File: src/rtl/cache_consts.sv
// Sizing constants shared by the LLC output path: queue depth, read
// credit limit and payload field widths.
package cache_consts;

    localparam int LLC_OUT_FIFO_DEPTH = 2;
    localparam int LLC_MAX_MEM_RD     = 4;
    localparam int LLC_RD_CNT_BITS    = 3;

    localparam int ADDR_BITS = 28;
    localparam int LINE_BITS = 32;
    localparam int ID_BITS   = 4;

endpackage

File: src/rtl/cache_types.sv
// Payload structures carried on the four LLC outbound channels.
package cache_types;

    import cache_consts::*;

    typedef struct packed {
        logic [1:0]           coh_msg;
        logic [ID_BITS-1:0]   req_id;
        logic [ID_BITS-1:0]   dest_id;
        logic [ADDR_BITS-1:0] addr;
        logic [LINE_BITS-1:0] line;
    } llc_rsp_out_t;

    typedef struct packed {
        logic [2:0]           coh_msg;
        logic [ID_BITS-1:0]   req_id;
        logic [ID_BITS-1:0]   dest_id;
        logic [ADDR_BITS-1:0] addr;
    } llc_fwd_out_t;

    // hwrite: 1 = writeback, 0 = read
    typedef struct packed {
        logic                 hwrite;
        logic [2:0]           hsize;
        logic [1:0]           hprot;
        logic [ADDR_BITS-1:0] addr;
        logic [LINE_BITS-1:0] line;
    } llc_mem_req_t;

    typedef struct packed {
        logic [1:0]           coh_msg;
        logic [ID_BITS-1:0]   req_id;
        logic [ID_BITS-1:0]   dest_id;
        logic [ADDR_BITS-1:0] addr;
        logic [LINE_BITS-1:0] line;
    } llc_dma_rsp_out_t;

endpackage

File: src/rtl/llc_out_chan.sv
// One outbound channel: small in-order FIFO whose head drives a
// valid/ready port with zero-cycle head-to-output latency.
module llc_out_chan #(
    parameter type T     = logic,
    parameter int  DEPTH = 2,
    parameter int  CW    = $clog2(DEPTH + 1)
) (
    input  logic clk,
    input  logic rst,
    input  logic push,
    input  T     push_data,
    input  logic out_ready,
    input  logic out_enable,
    output logic out_valid,
    output T     out_data,
    output logic full,
    output logic empty,
    output logic drop
);

    localparam int PW = (DEPTH > 1) ? $clog2(DEPTH) : 1;

    T                mem [DEPTH];
    logic [PW-1:0]   rd_ptr;
    logic [PW-1:0]   wr_ptr;
    logic [CW-1:0]   count;
    logic            pop;
    logic            accept;

    function automatic logic [PW-1:0] next_ptr(input logic [PW-1:0] p);
        return (p == PW'(DEPTH - 1)) ? '0 : p + PW'(1);
    endfunction

    assign empty     = (count == '0);
    assign full      = (count == CW'(DEPTH));
    assign out_valid = !empty && out_enable;
    assign out_data  = empty ? '0 : mem[rd_ptr];
    assign pop       = out_valid && out_ready;
    // A full queue still takes a push when its head leaves on the same edge.
    assign accept    = push && (!full || pop);
    assign drop      = push && !accept;

    always_ff @(posedge clk or negedge rst) begin
        if (!rst) begin
            rd_ptr <= '0;
            wr_ptr <= '0;
            count  <= '0;
            for (int i = 0; i < DEPTH; i++) begin
                mem[i] <= '0;
            end
        end else begin
            if (pop) begin
                rd_ptr <= next_ptr(rd_ptr);
            end
            if (accept) begin
                mem[wr_ptr] <= push_data;
                wr_ptr      <= next_ptr(wr_ptr);
            end
            case ({accept, pop})
                2'b10:   count <= count + CW'(1);
                2'b01:   count <= count - CW'(1);
                default: count <= count;
            endcase
        end
    end

endmodule

File: src/rtl/llc_output_encoder.sv
// LLC output encoder: four independent outbound queues plus memory read
// credit tracking, pipeline stall and idle reporting.
module llc_output_encoder
    import cache_consts::*;
    import cache_types::*;
(
    input  logic             clk,
    input  logic             rst,

    input  logic             send_rsp_out,
    input  llc_rsp_out_t     rsp_out_in,
    input  logic             send_fwd_out,
    input  llc_fwd_out_t     fwd_out_in,
    input  logic             send_mem_req,
    input  llc_mem_req_t     mem_req_in,
    input  logic             send_dma_rsp,
    input  llc_dma_rsp_out_t dma_rsp_in,

    output logic             llc_rsp_out_valid_int,
    input  logic             llc_rsp_out_ready_int,
    output llc_rsp_out_t     llc_rsp_out_o,

    output logic             llc_fwd_out_valid_int,
    input  logic             llc_fwd_out_ready_int,
    output llc_fwd_out_t     llc_fwd_out_o,

    output logic             llc_mem_req_valid_int,
    input  logic             llc_mem_req_ready_int,
    output llc_mem_req_t     llc_mem_req_o,

    output logic             llc_dma_rsp_out_valid_int,
    input  logic             llc_dma_rsp_out_ready_int,
    output llc_dma_rsp_out_t llc_dma_rsp_out_o,

    input  logic             mem_rsp_done,
    output logic             out_stall,
    output logic             overflow_err,
    output logic             out_idle
);

    logic [3:0]                 chan_full;
    logic [3:0]                 chan_empty;
    logic [3:0]                 chan_drop;
    logic [LLC_RD_CNT_BITS-1:0] rd_outstanding;
    logic                       mem_gate;
    logic                       mem_rd_pop;
    logic                       rd_dec;
    logic                       rd_underflow;

    // Out of read credits: hold back a read at the head, but let writebacks go.
    assign mem_gate     = !((rd_outstanding == LLC_RD_CNT_BITS'(LLC_MAX_MEM_RD))
                            && !llc_mem_req_o.hwrite);
    assign mem_rd_pop   = llc_mem_req_valid_int && llc_mem_req_ready_int
                          && !llc_mem_req_o.hwrite;
    assign rd_underflow = mem_rsp_done && (rd_outstanding == '0);
    assign rd_dec       = mem_rsp_done && !rd_underflow;

    assign out_stall = |chan_full;
    assign out_idle  = (&chan_empty) && (rd_outstanding == '0);

    llc_out_chan #(.T(llc_rsp_out_t), .DEPTH(LLC_OUT_FIFO_DEPTH)) u_rsp (
        .clk        (clk),
        .rst        (rst),
        .push       (send_rsp_out),
        .push_data  (rsp_out_in),
        .out_ready  (llc_rsp_out_ready_int),
        .out_enable (1'b1),
        .out_valid  (llc_rsp_out_valid_int),
        .out_data   (llc_rsp_out_o),
        .full       (chan_full[0]),
        .empty      (chan_empty[0]),
        .drop       (chan_drop[0])
    );

    llc_out_chan #(.T(llc_fwd_out_t), .DEPTH(LLC_OUT_FIFO_DEPTH)) u_fwd (
        .clk        (clk),
        .rst        (rst),
        .push       (send_fwd_out),
        .push_data  (fwd_out_in),
        .out_ready  (llc_fwd_out_ready_int),
        .out_enable (1'b1),
        .out_valid  (llc_fwd_out_valid_int),
        .out_data   (llc_fwd_out_o),
        .full       (chan_full[1]),
        .empty      (chan_empty[1]),
        .drop       (chan_drop[1])
    );

    llc_out_chan #(.T(llc_mem_req_t), .DEPTH(LLC_OUT_FIFO_DEPTH)) u_mem (
        .clk        (clk),
        .rst        (rst),
        .push       (send_mem_req),
        .push_data  (mem_req_in),
        .out_ready  (llc_mem_req_ready_int),
        .out_enable (mem_gate),
        .out_valid  (llc_mem_req_valid_int),
        .out_data   (llc_mem_req_o),
        .full       (chan_full[2]),
        .empty      (chan_empty[2]),
        .drop       (chan_drop[2])
    );

    llc_out_chan #(.T(llc_dma_rsp_out_t), .DEPTH(LLC_OUT_FIFO_DEPTH)) u_dma (
        .clk        (clk),
        .rst        (rst),
        .push       (send_dma_rsp),
        .push_data  (dma_rsp_in),
        .out_ready  (llc_dma_rsp_out_ready_int),
        .out_enable (1'b1),
        .out_valid  (llc_dma_rsp_out_valid_int),
        .out_data   (llc_dma_rsp_out_o),
        .full       (chan_full[3]),
        .empty      (chan_empty[3]),
        .drop       (chan_drop[3])
    );

    // Response underflow also holds the counter at zero even if a read pops.
    always_ff @(posedge clk or negedge rst) begin
        if (!rst) begin
            rd_outstanding <= '0;
            overflow_err   <= 1'b0;
        end else begin
            if ((|chan_drop) || rd_underflow) begin
                overflow_err <= 1'b1;
            end
            if (mem_rd_pop && !rd_dec && !rd_underflow) begin
                rd_outstanding <= rd_outstanding + LLC_RD_CNT_BITS'(1);
            end else if (rd_dec && !mem_rd_pop) begin
                rd_outstanding <= rd_outstanding - LLC_RD_CNT_BITS'(1);
            end
        end
    end

endmodule

File: config.mk
export PLATFORM = sky130hd
export DESIGN_NAME = llc_output_encoder
export DESIGN_NICKNAME = d
export VERILOG_FILES = /design/src/rtl/cache_consts.sv /design/src/rtl/cache_types.sv /design/src/rtl/llc_out_chan.sv /design/src/rtl/llc_output_encoder.sv
export SDC_FILE = /design/constraint.sdc
export NUM_CORES = 1
export LEC_CHECK = 0
export ABC_AREA = 1
export CAP_MARGIN = 0
export CORE_ASPECT_RATIO = 0.5
export CORE_MARGIN = 5
export CORE_UTILIZATION = 52
export DETAILED_ROUTE_END_ITERATION = 16
export PLACE_DENSITY_LB_ADDON = 0.1
export RECOVER_POWER = 25
export REMOVE_ABC_BUFFERS = 1
export SYNTH_ARGS = -nofsm -noshare
export SYNTH_HDL_FRONTEND = slang
export SYNTH_HIERARCHICAL = 1
export SYNTH_SLANG_ARGS = --single-unit
export TNS_END_PERCENT = 20
File: constraint.sdc
create_clock -name clk -period 3.1 [get_ports clk]
set_input_delay 0.62 -clock clk [delete_from_list [all_inputs] [get_ports clk]]
set_output_delay 0.62 -clock clk [all_outputs]
set_load 0.01 [all_outputs]
==> results.toml, run 1 <==
[status]
outcome = "complete, but fails checks"
violations = "max-capacitance violations, max-slew violations"

[synth]
yosysUniqueCellTypes = 27
async_flop_share = 1.00
synthCells = 3134
synth_ff_type = "dfrtp_1"
seq_area_frac_synth = 0.516
synth-edff-count = 0
ys_ff_latch = 510
ys_warn_count = 6
synth_area_um2 = 24700
yosysTopAreaCell = "dfrtp_1"
post-synth-top-count-cell = "nand2_1"
synth_common_cells = "nand2_1, dfrtp_1, nand4_1, a21oi_1, clkbuf_1"
synth_area_per_cell_um2 = 7.89
synth_top_area_frac = 0.516
yosys-top-cells-area = "dfrtp_1, nand2_1, nand4_1, a21oi_1, clkbuf_1"

[sta]
rsz0062_at_grt = "true"
period_share = 0.972
skew_ns = 0.0214
fin_ws_ns = 0.0856
drv_slew = 77
worstMarginPinSlew_ns = 2.14
setup_viol = 0
hold_violations = 0
max_freq_mhz = 332
relSlewSlack = -0.425
layout_min_cycle_time_ns = 3.01

[cts]
cts_buffers = 46
clockBufferDepth = 3
cts.sinks = 510
clkLatencyLatePin_ns = 0.57
cts_max_level = 2
cts_root_buf = "clkbuf_16"
path_clk_slew_ns = 0.07
cts_tree = "yes"
holdBufCountCts = 0

[pwr]
ir_drop_v = 0.000686
clkPwrFrac = 0.163
combPwrFrac = 0.516
p_seq_frac = 0.321
finalPower_mw = 36.0
p_sw_mw = 15.3
leakage_nw = 15.2
powerDensity_nw_per_um2 = 1140
swShare = 0.425
p_int_mw = 20.7

[place]
io_buffers = 507
pre_cts_slack_ns = 0.573
hpwlAfterDp_um = 46800
place_congestion = 0.833
place_area_um2 = 30000

[floorplan]
die_w_um = 318
dieArea_um2 = 52300
core-area_um2 = 46900
rows = 56
start_util = 0.527
pin_count = 508
die_y_um = 164

[global_routing]
grt_pass1_vias = 22322
antenna_found_initial = 10
grt_pass1_wl_um = 123000
grt_start_max_net_pins = 134
grt_use_total = 0.286
overflow = 0

[critical_path]
slowest_delay_ns = 0.54
crit_start = "u_rsp/count[0]"
r2r_slack_ns = 0.63
cp-start-kind = "flop"
crit_path_end = "llc_rsp_out_o[39]"
required_ns = 2.48
path_class = "reg2out"
cp_num_cells = 6
worst-path-buf-inv = 4
end_kind = "output pin"
cp_top_family = "buffers and inverters"
r2r-start = "u_mem/count[0]"
cp.arrival_ns = 2.39
reg2reg_depth = 16
reg2reg_to = "rd_outstanding[2]"
crit_chain = "inv_2, nand2_1, inv_2, buf_4, a21oi_1, clkdlybuf4s50_1"
worstPathMaxFanout = 20
crit_slowest_cell = "clkdlybuf4s50_1"
crit_path_frequent_cell = "inv_2"

[worst_hold_path]
holdCritPathClass = "reg2reg"
min_path_cells = 2

[route]
drt-vias-per-instance = 5.72
num_vias = 23796
drcViolationCount = 0
final_antenna_net_count = 0
wl_per_cell_um = 18.9
drtPass1Iterations = 5
wl_um = 78600
drt_iter0_drc = 2489

[cells_and_area]
postLayoutCellArea_um2 = 31500
ff_latch_area_um2 = 12800
multi_input_area_um2 = 10400
area_growth_pct = 27.6
nets = 3735
utilization = 0.672
nFillCells = 4019
drive_gt1_frac = 0.0536

[flow_run]
max-cap-violations = 1
-- per-layer routing --
metal / track usage / wire, µm / share of wire / vias up
met3: 0.0441 / 4720 / 0.060 / 206
met1: 0.379 / 31500 / 0.40 / 11478
li1: - / - / - / 11169
met2: 0.469 / 38500 / 0.49 / 941
met5: 0 / 12 / 0.00015 / -
met4: 0.134 / 3820 / 0.049 / 2
-- worst min path at each step --
stage,slack [ns],from,end
floorplan,0.32,rst,overflow_err
global placement,0.45,u_mem/mem[76],u_mem/mem[76]
detailed placement,0.46,u_rsp/mem[50],u_rsp/mem[50]
global route,0.46,send_fwd_out,u_fwd/mem[3]
finish,0.47,u_rsp/mem[45],u_rsp/mem[45]
CTS,0.06,rst,u_mem/mem[113]
-- cell usage in the layout, fill, tap and decap left out, types with 3 or more instances in the layout --
master / synthesis / final
a21oi_1: 249 / 249
dfrtp_2: 0 / 6
xor2_1: 9 / 9
dfrtp_1: 510 / 504
clkbuf_1: 160 / 9
clkinv_2: 0 / 18
conb_1: 1 / 6
o21ai_0: 4 / 4
nand2_1: 1494 / 1494
clkinvlp_4: 0 / 3
buf_4: 9 / 39
ha_1: 4 / 4
bufinv_16: 0 / 3
clkbuf_16: 0 / 49
diode_2: 0 / 11
nand2_4: 4 / 4
nand3_2: 12 / 12
nor2_1: 14 / 13
inv_1: 26 / 23
clkbuf_8: 0 / 9
xnor2_1: 4 / 4
buf_12: 0 / 17
clkdlybuf4s50_1: 0 / 500
nand3_1: 5 / 5
inv_2: 11 / 12
nand4_1: 491 / 491
clkbuf_4: 0 / 4
-- power by group through the flow --
stage	combinational, mW	clock, mW	sequential, mW
final	18.6	5.87	11.5
after detailed placement	18.4	0	11.6
after CTS	18.5	5.99	11.5
after global placement	18.1	0	11.5
after global routing	20.3	6.28	11.9
after floorplan	8.95	0	11.7
-- flip-flops by register name, summed over array words and instances (netlist names) --
| signal | flops |
|---|---|
| u_dma/mem | 140 |
| u_rsp/mem | 140 |
| u_mem/mem | 132 |
| u_fwd/mem | 78 |
| rd_outstanding | 3 |
| u_dma/count | 2 |
| u_fwd/count | 2 |
| u_mem/count | 2 |
| u_rsp/count | 2 |
| overflow_err | 1 |
| u_dma/rd_ptr | 1 |
| u_dma/wr_ptr | 1 |
| u_fwd/rd_ptr | 1 |
| u_fwd/wr_ptr | 1 |
| u_mem/rd_ptr | 1 |
| u_mem/wr_ptr | 1 |
| u_rsp/rd_ptr | 1 |
| u_rsp/wr_ptr | 1 |
-- stage by stage --
stage,TNS (ns),hold slack [ns],std cells
floorplan,-270.20,0.324,2850
global placement,0,0.453,4062
detailed placement,0,0.458,4062
CTS,0,0.0645,4145
global route,-0.218,0.456,4156
finish,0,0.469,4158
-- repair_timing --
action                                  in CTS  in global routing
resized for setup                            3                  4
hold endpoints to repair                     0                  0
setup buffers                                0                  0
endpoints found under the setup margin       2                 37
gates cloned                                 0                  2
-- area by class of cell --
type / count / share of cell area
flip-flops and latches: 510 / 0.405
diodes: 11 / 0.000873
repair buffers: 576 / 0.185
clock buffers: 58 / 0.0415
well taps: 638 / 0.0253
inverters: 37 / 0.00452
clock inverters: 25 / 0.00682
multi-input cells: 2303 / 0.331
-- cell families (layout without fill, tap and decap cells) --
logic type	Yosys count	after routing	synth area share
other cells	1	17	0.000152
simple gates	2025	2025	0.362
flops	510	510	0.516
fa+ha+maj	5	5	0.00283
compound gates	254	254	0.0515
xor+xnor	13	13	0.00461
buf+inv	326	696	0.0622
-- worst reg2reg max path: stages (launching register included) --
cell and delay [ns]:
dfrtp_1 0.43, inv_2 0.05, nand2_1 0.13, inv_4 0.09, a21oi_1 0.21, inv_1 0.11
nand3_1 0.13, inv_1 0.05, nor2_1 0.20, nand4_2 0.19, fa_1 0.42, inv_1 0.06
nand2_1 0.07, nand2_1 0.06, nand2_1 0.05, nand2_1 0.07, inv_1 0.05
(Power assumes the default switching activity.)
==> inputs of run 2 (changes only) <==
--- a/config.mk
+++ b/config.mk
@@ -9,7 +9,8 @@
 export CAP_MARGIN = 0
 export CORE_ASPECT_RATIO = 0.5
 export CORE_MARGIN = 5
-export CORE_UTILIZATION = 52
+export CORE_UTILIZATION = 54
+export CTS_BUF_LIST = sky130_fd_sc_hd__clkbuf_8
 export DETAILED_ROUTE_END_ITERATION = 16
 export PLACE_DENSITY_LB_ADDON = 0.1
 export RECOVER_POWER = 25
==> run 2 against run 1 <==
  * The run still ends with max-capacitance violations, max-slew violations left
  * Worst hold slack lost 0.17 ns
  * Sequential cell count did not move
  * Global-route usage up 1.2 points
  * Clock power down 7.3%
  * Die area fell by 3.5%
  * First-iteration DRC count grew 3.6%
  * Register-to-register slack better by 0.20 ns
  * Non-clock buffer count decreased by 5
  * Design area fell by 0.11%
  * Critical path depth shrank 1
==> results.toml, run 2 (synthesized netlist as in run 1, its figures left out) <==
[sta]
relSlewSlack = -0.0459
layout_min_cycle_time_ns = 3.05
skew_ns = 0.0208
worstMarginPinSlew_ns = 1.57
fin_tns_setup_ns = 0
max_freq_mhz = 328
rsz0062_at_grt = "true"
period_share = 0.983
fin_ws_ns = 0.0526
drv_slew = 65
setup_viol = 0
hold_violations = 0

[cells_and_area]
layout_common_cells = "nand2_1, dfrtp_1, clkdlybuf4s50_1, nand4_1, a21oi_1"
multi_input_area_um2 = 10500
mostFrequentLayoutCell = "nand2_1"
drive_gt1_frac = 0.0628
nets = 3757
largestRegisters = "u_dma/mem: 140 flops, u_rsp/mem: 140 flops, u_mem/mem: 132 flops"
ff_latch_area_um2 = 12800
instances_no_fill = 4166
area_growth_pct = 27.4
nFillCells = 3737

[pwr]
powerDensity_nw_per_um2 = 1130
finalPower_mw = 35.5
p_seq_frac = 0.327
ir_drop_v = 0.000714
swShare = 0.430
leakage_nw = 15.4
combPwrFrac = 0.520
clkPwrFrac = 0.153
p_sw_mw = 15.2
p_int_mw = 20.2

[critical_path]
reg2reg_depth = 16
worstPathMaxFanout = 66
cp-start-kind = "flop"
path_class = "reg2out"
required_ns = 2.48
r2r_slack_ns = 0.83
end_kind = "output pin"
cp.arrival_ns = 2.43

[global_routing]
grt_start_max_net_pins = 141
grt_pass1_wl_um = 123000
gr-usage-met3 = 0.0606
top_usage_layer = "met2"
gr-usage-met1 = 0.392
antenna_found_initial = 21
grt_use_total = 0.298
grt_pass1_vias = 22659
use_met2 = 0.476
overflow = 0

[floorplan]
core-area_um2 = 45200
rows = 55
die_y_um = 161
pin_count = 508
dieArea_um2 = 50400
die_w_um = 313
start_util = 0.547

[cts]
cts_max_level = 3
clockBufferDepth = 3
cts.sinks = 510
cts_buffers = 73
path_clk_slew_ns = 0.07
cts_tree = "yes"
postCtsSetupRepairBufs = 0
clkLatencyLatePin_ns = 0.65
cts_root_buf = "clkbuf_8"

[route]
drcViolationCount = 0
drtPass1Iterations = 5
drt_iter0_drc = 2579
wl_per_cell_um = 18.7
drt-vias-per-instance = 5.71
final_antenna_net_count = 0
wl_um = 77700
num_vias = 23777

[flow_run]
max-cap-violations = 1

[place]
place_congestion = 0.859
io_buffers = 507
pre_cts_slack_ns = 0.629
hpwlAfterDp_um = 47300
dp_cells = 4018

[worst_hold_path]
min_path_cells = 3
holdCritPathClass = "in2reg"

[status]
violations = "max-capacitance violations, max-slew violations"
outcome = "complete, but fails checks"
==> run 2: worst paths after layout <==
kind                           startpoint                 to
hold / removal               send_dma_rsp      u_dma/mem[88]
max in group asynchronous             rst      u_rsp/mem[61]
min in group asynchronous             rst      u_mem/mem[95]
hold reg to reg              u_fwd/mem[0]       u_fwd/mem[0]
setup / recovery             u_mem/rd_ptr  llc_mem_req_o[11]
setup reg to reg           u_mem/count[0]  rd_outstanding[2]
==> run 2: timing repair <==
action | CTS | global route
hold buffers | 1 | 0
resized for setup | 4 | 29
endpoints found under the setup margin | 5 | 113
hold endpoints to repair | 26 | 0
==> run 2: critical path, cell delays in order (launching register included) <==
cell,delay (ns)
dfrtp_2,0.44
inv_2,0.11
buf_16,0.27
nand2_1,0.09
a21oi_1,0.24
clkdlybuf4s50_1,0.58
==> run 2: power by group through the flow <==
stage          clock network, mW  logic [mW]  registers, mW
3_3_place_gp                   0        18.1           11.5
4_1_cts                     5.55        18.4           11.6
5_1_grt                     5.87        20.1           12.0
3_5_place_dp                   0        18.3           11.6
2_1_floorplan                  0        8.95           11.7
6_report                    5.44        18.4           11.6
==> run 2: metal layers <==
layer  vias to the layer above  share of wire
met4                         4          0.048
li1                      11219              -
met5                         -        0.00035
met2                       961           0.49
met3                       204          0.068
met1                     11389           0.40
==> run 2: through the flow <==
step           hold slack, ns   util  instance area (µm²)
2_1_floorplan           0.324      -                23300
3_3_place_gp            0.452  0.662                30000
3_5_place_dp            0.458  0.662                30000
6_report                0.296  0.697                31500
4_1_cts                 0.263  0.696                31400
5_1_grt                 0.278  0.697                31500
==> run 2: layout make-up <==
type                            count  area share
Multi-Input combinational cell   2303       0.333
Inverter                           37     0.00457
Antenna cell                       19     0.00151
Sequential cell                   510       0.405
Tap cell                          598      0.0237
Clock inverter                     29     0.00373
Clock buffer                       99      0.0432
Timing Repair Buffer              571       0.185
